<file path="src/rtl/d_hazard_scoreboard.sv">
// D-stage hazard scoreboard: tracks E/M/W destinations with Tnew countdowns and
// resolves Tuse demands into a stall or per-operand forwarding selects.
module d_hazard_scoreboard #(
  parameter int unsigned AW = 5,
  parameter int unsigned TW = 2
) (
  input  logic          clk,
  input  logic          reset,
  input  logic [AW-1:0] D_rs,
  input  logic [AW-1:0] D_rt,
  input  logic [TW-1:0] D_rs_tuse,
  input  logic [TW-1:0] D_rt_tuse,
  input  logic [AW-1:0] D_dst,
  input  logic [TW-1:0] D_tnew,
  output logic          stall,
  output logic [1:0]    D_fwd_rs,
  output logic [1:0]    D_fwd_rt,
  output logic [1:0]    E_fwd_rs,
  output logic [1:0]    E_fwd_rt,
  output logic          M_fwd_rt
);

  logic [AW-1:0] e_rs_q, e_rt_q, e_dst_q;
  logic [TW-1:0] e_tnew_q;
  logic [AW-1:0] m_rt_q, m_dst_q;
  logic [TW-1:0] m_tnew_q;
  logic [AW-1:0] w_dst_q;

  function automatic logic hz(input logic [AW-1:0] r, input logic [TW-1:0] u);
    return (r != '0) && (((e_dst_q == r) && (e_tnew_q > u)) ||
                         ((m_dst_q == r) && (m_tnew_q > u)));
  endfunction

  // A not-ready E match must not fall back to an older M value.
  function automatic logic [1:0] d_sel(input logic [AW-1:0] r);
    if ((r != '0) && (e_dst_q == r)) return (e_tnew_q == '0) ? 2'd1 : 2'd0;
    else if ((r != '0) && (m_dst_q == r) && (m_tnew_q == '0)) return 2'd2;
    else return 2'd0;
  endfunction

  // A not-ready M match blocks selection of the older W value.
  function automatic logic [1:0] e_sel(input logic [AW-1:0] r);
    if ((r != '0) && (m_dst_q == r)) return (m_tnew_q == '0) ? 2'd1 : 2'd0;
    else if ((r != '0) && (w_dst_q == r)) return 2'd2;
    else return 2'd0;
  endfunction

  always_comb begin
    stall    = hz(D_rs, D_rs_tuse) | hz(D_rt, D_rt_tuse);
    D_fwd_rs = d_sel(D_rs);
    D_fwd_rt = d_sel(D_rt);
    E_fwd_rs = e_sel(e_rs_q);
    E_fwd_rt = e_sel(e_rt_q);
    M_fwd_rt = (m_rt_q != '0) && (w_dst_q == m_rt_q);
  end

  always_ff @(posedge clk) begin
    if (reset) begin
      e_rs_q   <= '0;
      e_rt_q   <= '0;
      e_dst_q  <= '0;
      e_tnew_q <= '0;
      m_rt_q   <= '0;
      m_dst_q  <= '0;
      m_tnew_q <= '0;
      w_dst_q  <= '0;
    end else begin
      w_dst_q  <= m_dst_q;
      m_rt_q   <= e_rt_q;
      m_dst_q  <= e_dst_q;
      m_tnew_q <= (e_tnew_q == '0) ? '0 : e_tnew_q - TW'(1);
      if (stall) begin
        e_rs_q   <= '0;
        e_rt_q   <= '0;
        e_dst_q  <= '0;
        e_tnew_q <= '0;
      end else begin
        e_rs_q   <= D_rs;
        e_rt_q   <= D_rt;
        e_dst_q  <= D_dst;
        e_tnew_q <= D_tnew;
      end
    end
  end

endmodule

</file>
<file path="config.mk">
export PLATFORM = sky130hd
export DESIGN_NAME = d_hazard_scoreboard
export DESIGN_NICKNAME = d
export VERILOG_FILES = /design/src/rtl/d_hazard_scoreboard.sv
export SDC_FILE = /design/constraint.sdc
export NUM_CORES = 1
export LEC_CHECK = 0
export CORE_ASPECT_RATIO = 1.25
export CORE_MARGIN = 4
export CORE_UTILIZATION = 56
export DETAILED_ROUTE_END_ITERATION = 16
export GPL_TIMING_DRIVEN = 0
export PLACE_DENSITY = 0.95
export SLEW_MARGIN = 15
export SYNTH_ARGS = -nofsm -noshare
export SYNTH_HDL_FRONTEND = slang
export SYNTH_SLANG_ARGS = --single-unit
export TNS_END_PERCENT = 5
</file>
<file path="constraint.sdc">
create_clock -name clk -period 3.36 [get_ports clk]
set_clock_uncertainty 0.2 [all_clocks]
set_input_delay 0.336 -clock clk [delete_from_list [all_inputs] [get_ports clk]]
set_output_delay 0.336 -clock clk [all_outputs]
set_load 0.005 [all_outputs]
</file>
==> metrics.cfg <==
[clock_tree]
cts_tree = built
clock-sinks = 34
root_buffer = clkbuf_4
postCtsResizedCells = 5
htreeDepth = 2
numCtsBuffers = 5
path_clk_slew_ns = 0.10
cts.path.max_buffers = 2
post_cts_buffers = 0
clkLatencyLatePin_ns = 0.34
cts_hold_buf = 0

[drt]
dr_total_vias = 1465
totalWireLength_um = 4169
drc = 0
first_pass_iters = 4
drt.antenna.violating_nets = 0
wl_per_cell_um = 15.85
drtIter0Drc = 34
via_per_inst = 5.570

[global_route]
grt_pass1_vias = 1553
gr-total-overflow = 0
grt_start_max_net_pins = 12
grt_pass1_wl_um = 7113
grt_antenna_before_repair = 0
grt_usage = 0.2281

[floorplan]
rows = 22
die-area_um2 = 4182
start_util = 0.5984
die_w_um = 58.65
die_h_um = 71.31
core_area_um2 = 3000
ios = 33

[power_and_ir_drop]
power_density_nw_per_um2 = 451.4
power_leakage_nw = 0.9018
finalPower_mw = 1.033
vdd_drop_max_v = 0.0005855

[worst_setup_path]
r2r_cells = 7
worstPathMaxFanout = 4
crit_type = primary input to output port
crit_path_start_kind = primary input
crit_path_end_kind = output port
crit_required_ns = 2.82
worst-endpoint-arrival_ns = 2.77
r2r_setup_slack_ns = 0.94
r2r-end = e_rs_q[4]
r2r_start = m_tnew_q[1]

[run]
maxCapViolations = 0

[placement]
hpwl_um = 3033
dp_slack_ns = -0.03809
placed_area_um2 = 2161
gp_congestion = 0.8390
dp.cells = 255
numPortBuffers = 32

[logic_synthesis]
netlist_area_um2 = 1795
synth_cell_types = 27
synthArstFlopShare = 0
synthCells = 187
syn_nets = 219
avgSynthCellArea_um2 = 9.601
synthFlopType = dfxtp_1
ys_ff_latch = 34
synth_warnings = 0
synth_seq_area_share = 0.3791
synth_edf_count = 0

[sta]
fmax_mhz = 302.7
period_minus_slack_ns = 3.304
final_hold_viol_count = 0
rsz0062_at_grt = true
setup_viol = 0
worst_pin_slew_ns = 0.5428
slew_headroom = 0.6374
fin_ws_ns = 0.05646
finalCritPeriodShare = 0.9832
maxSlewViolCount = 0

[finish]
post-route-util = 0.7627
nets = 258
fin_area_um2 = 2288
diodes = 0
nFillCells = 181
layout-drive-gt1-share = 0.07048
finalNonFillerCells = 263
synthToLayoutAreaGrowth_pct = 27.46

[hold_path]
whs_endpoint = e_rs_q[3]
hp-class = primary input to register
min-delay-start = D_rs[3]
whs_path_depth = 2

[run_status]
status = complete, no violations

[metal layers]
layer	up-vias	routed length, um	track usage	part of all wire
met5	-	0	0	0
met4	0	318	0.1688	0.076
met3	30	162	0.06486	0.039
met2	51	2159	0.3938	0.52
met1	663	1528	0.2263	0.37
li1	721	-	-	-
[registers in the layout, summed over array words and instances, names as in the netlist]
signal    flops
m_dst_q       5
e_rt_q        5
e_tnew_q      2
w_dst_q       5
e_rs_q        5
m_tnew_q      2
e_dst_q       5
m_rt_q        5
[through the flow]
step	setup TNS, ns	hold WS, ns
6_report	0	0.1609
5_1_grt	-0.001414	0.1763
4_1_cts	0	0.2247
3_5_place_dp	-0.06366	0.2098
3_3_place_gp	-0.02984	0.2063
2_1_floorplan	0	0.1975
[worst max-delay path, stage by stage]
cell,delay [ns]
clkdlybuf4s50_1,0.50
or4_1,0.61
o211ai_1,0.34
a2111oi_2,0.14
a211oi_1,0.25
o41ai_1,0.14
clkdlybuf4s50_1,0.46
[power breakdown]
group | switching [mW] | leakage, nW | total [mW] | internal, mW
Sequential | 0.0222 | 0.281 | 0.447 | 0.425
Combinational | 0.0886 | 0.563 | 0.193 | 0.104
Clock | 0.141 | 0.0585 | 0.393 | 0.252
Total | 0.252 | 0.902 | 1.03 | 0.782
[how the worst max path moves through the flow]
stage	cells past startpoint	slack [ns]	from	endpoint
6_report	7	0.06	D_rt[3]	stall
5_1_grt	7	-0.001	m_dst_q[3]	stall
4_1_cts	7	0.04	D_rs[3]	D_fwd_rs[1]
3_5_place_dp	7	-0.04	D_rs[1]	D_fwd_rs[1]
3_3_place_gp	7	-0.03	D_rs[1]	D_fwd_rs[1]
2_1_floorplan	5	1.08	D_rs[1]	D_fwd_rs[1]
[cells in the mapped netlist (2+ instances only)]
master,count,area (um2)
and2_1,19,118.9
clkbuf_1,6,22.52
nor4_1,6,37.54
nand3_1,6,30.03
a21oi_1,5,25.02
nor3_1,6,30.03
inv_1,9,33.78
xor2_1,14,122.6
nor2_1,5,18.77
ha_1,9,112.6
a2111oi_1,2,20.02
nand2_1,2,7.510
or4_1,5,37.54
and4_1,2,17.52
xnor2_1,30,262.8
dfxtp_1,34,680.7
nor2b_1,16,100.1
o41ai_1,2,17.52
[placed cells by master (no fill, tap or decap), types with 2 or more instances in the layout]
master           Yosys  final
or4_1                5      5
dlygate4sd2_1        0      2
nand2_1              2      2
xnor2_1             30     30
nor2b_1             16     16
nor2_1               5      5
dfxtp_1             34     34
ha_1                 9      9
bufinv_16            0      2
clkbuf_4             0      5
and2_1              19     19
o41ai_1              2      2
xor2_1              14     14
and4_1               2      2
clkdlybuf4s50_1      0     29
a2111oi_2            0      2
inv_1                9      9
clkbuf_1             6      6
nor4_1               6      5
nor3_1               6      6
a21oi_1              5      5
nand3_1              6      6
[cell families after synthesis]
group                    Yosys count  synth area share
XOR/XNOR                          44            0.2146
AO/OA/AOI/OAI                     14           0.06829
adder cells (fa/ha/maj)            9           0.06272
AND/OR/NAND/NOR                   70            0.2376
buffers and inverters             16           0.03763
flip-flops                        34            0.3791
[final cells by class]
type | count | area [um2] | share of cell area
clock inverters | 2 | 60.06 | 0.02624
repair buffers | 32 | 320.3 | 0.1400
flip-flops and latches | 34 | 680.7 | 0.2974
plain buffers | 7 | 33.78 | 0.01476
well taps | 36 | 45.04 | 0.01968
multi-input cells | 137 | 1064 | 0.4647
clock buffers | 6 | 51.30 | 0.02242
inverters | 9 | 33.78 | 0.01476
Power figures use the tool's default switching activity.
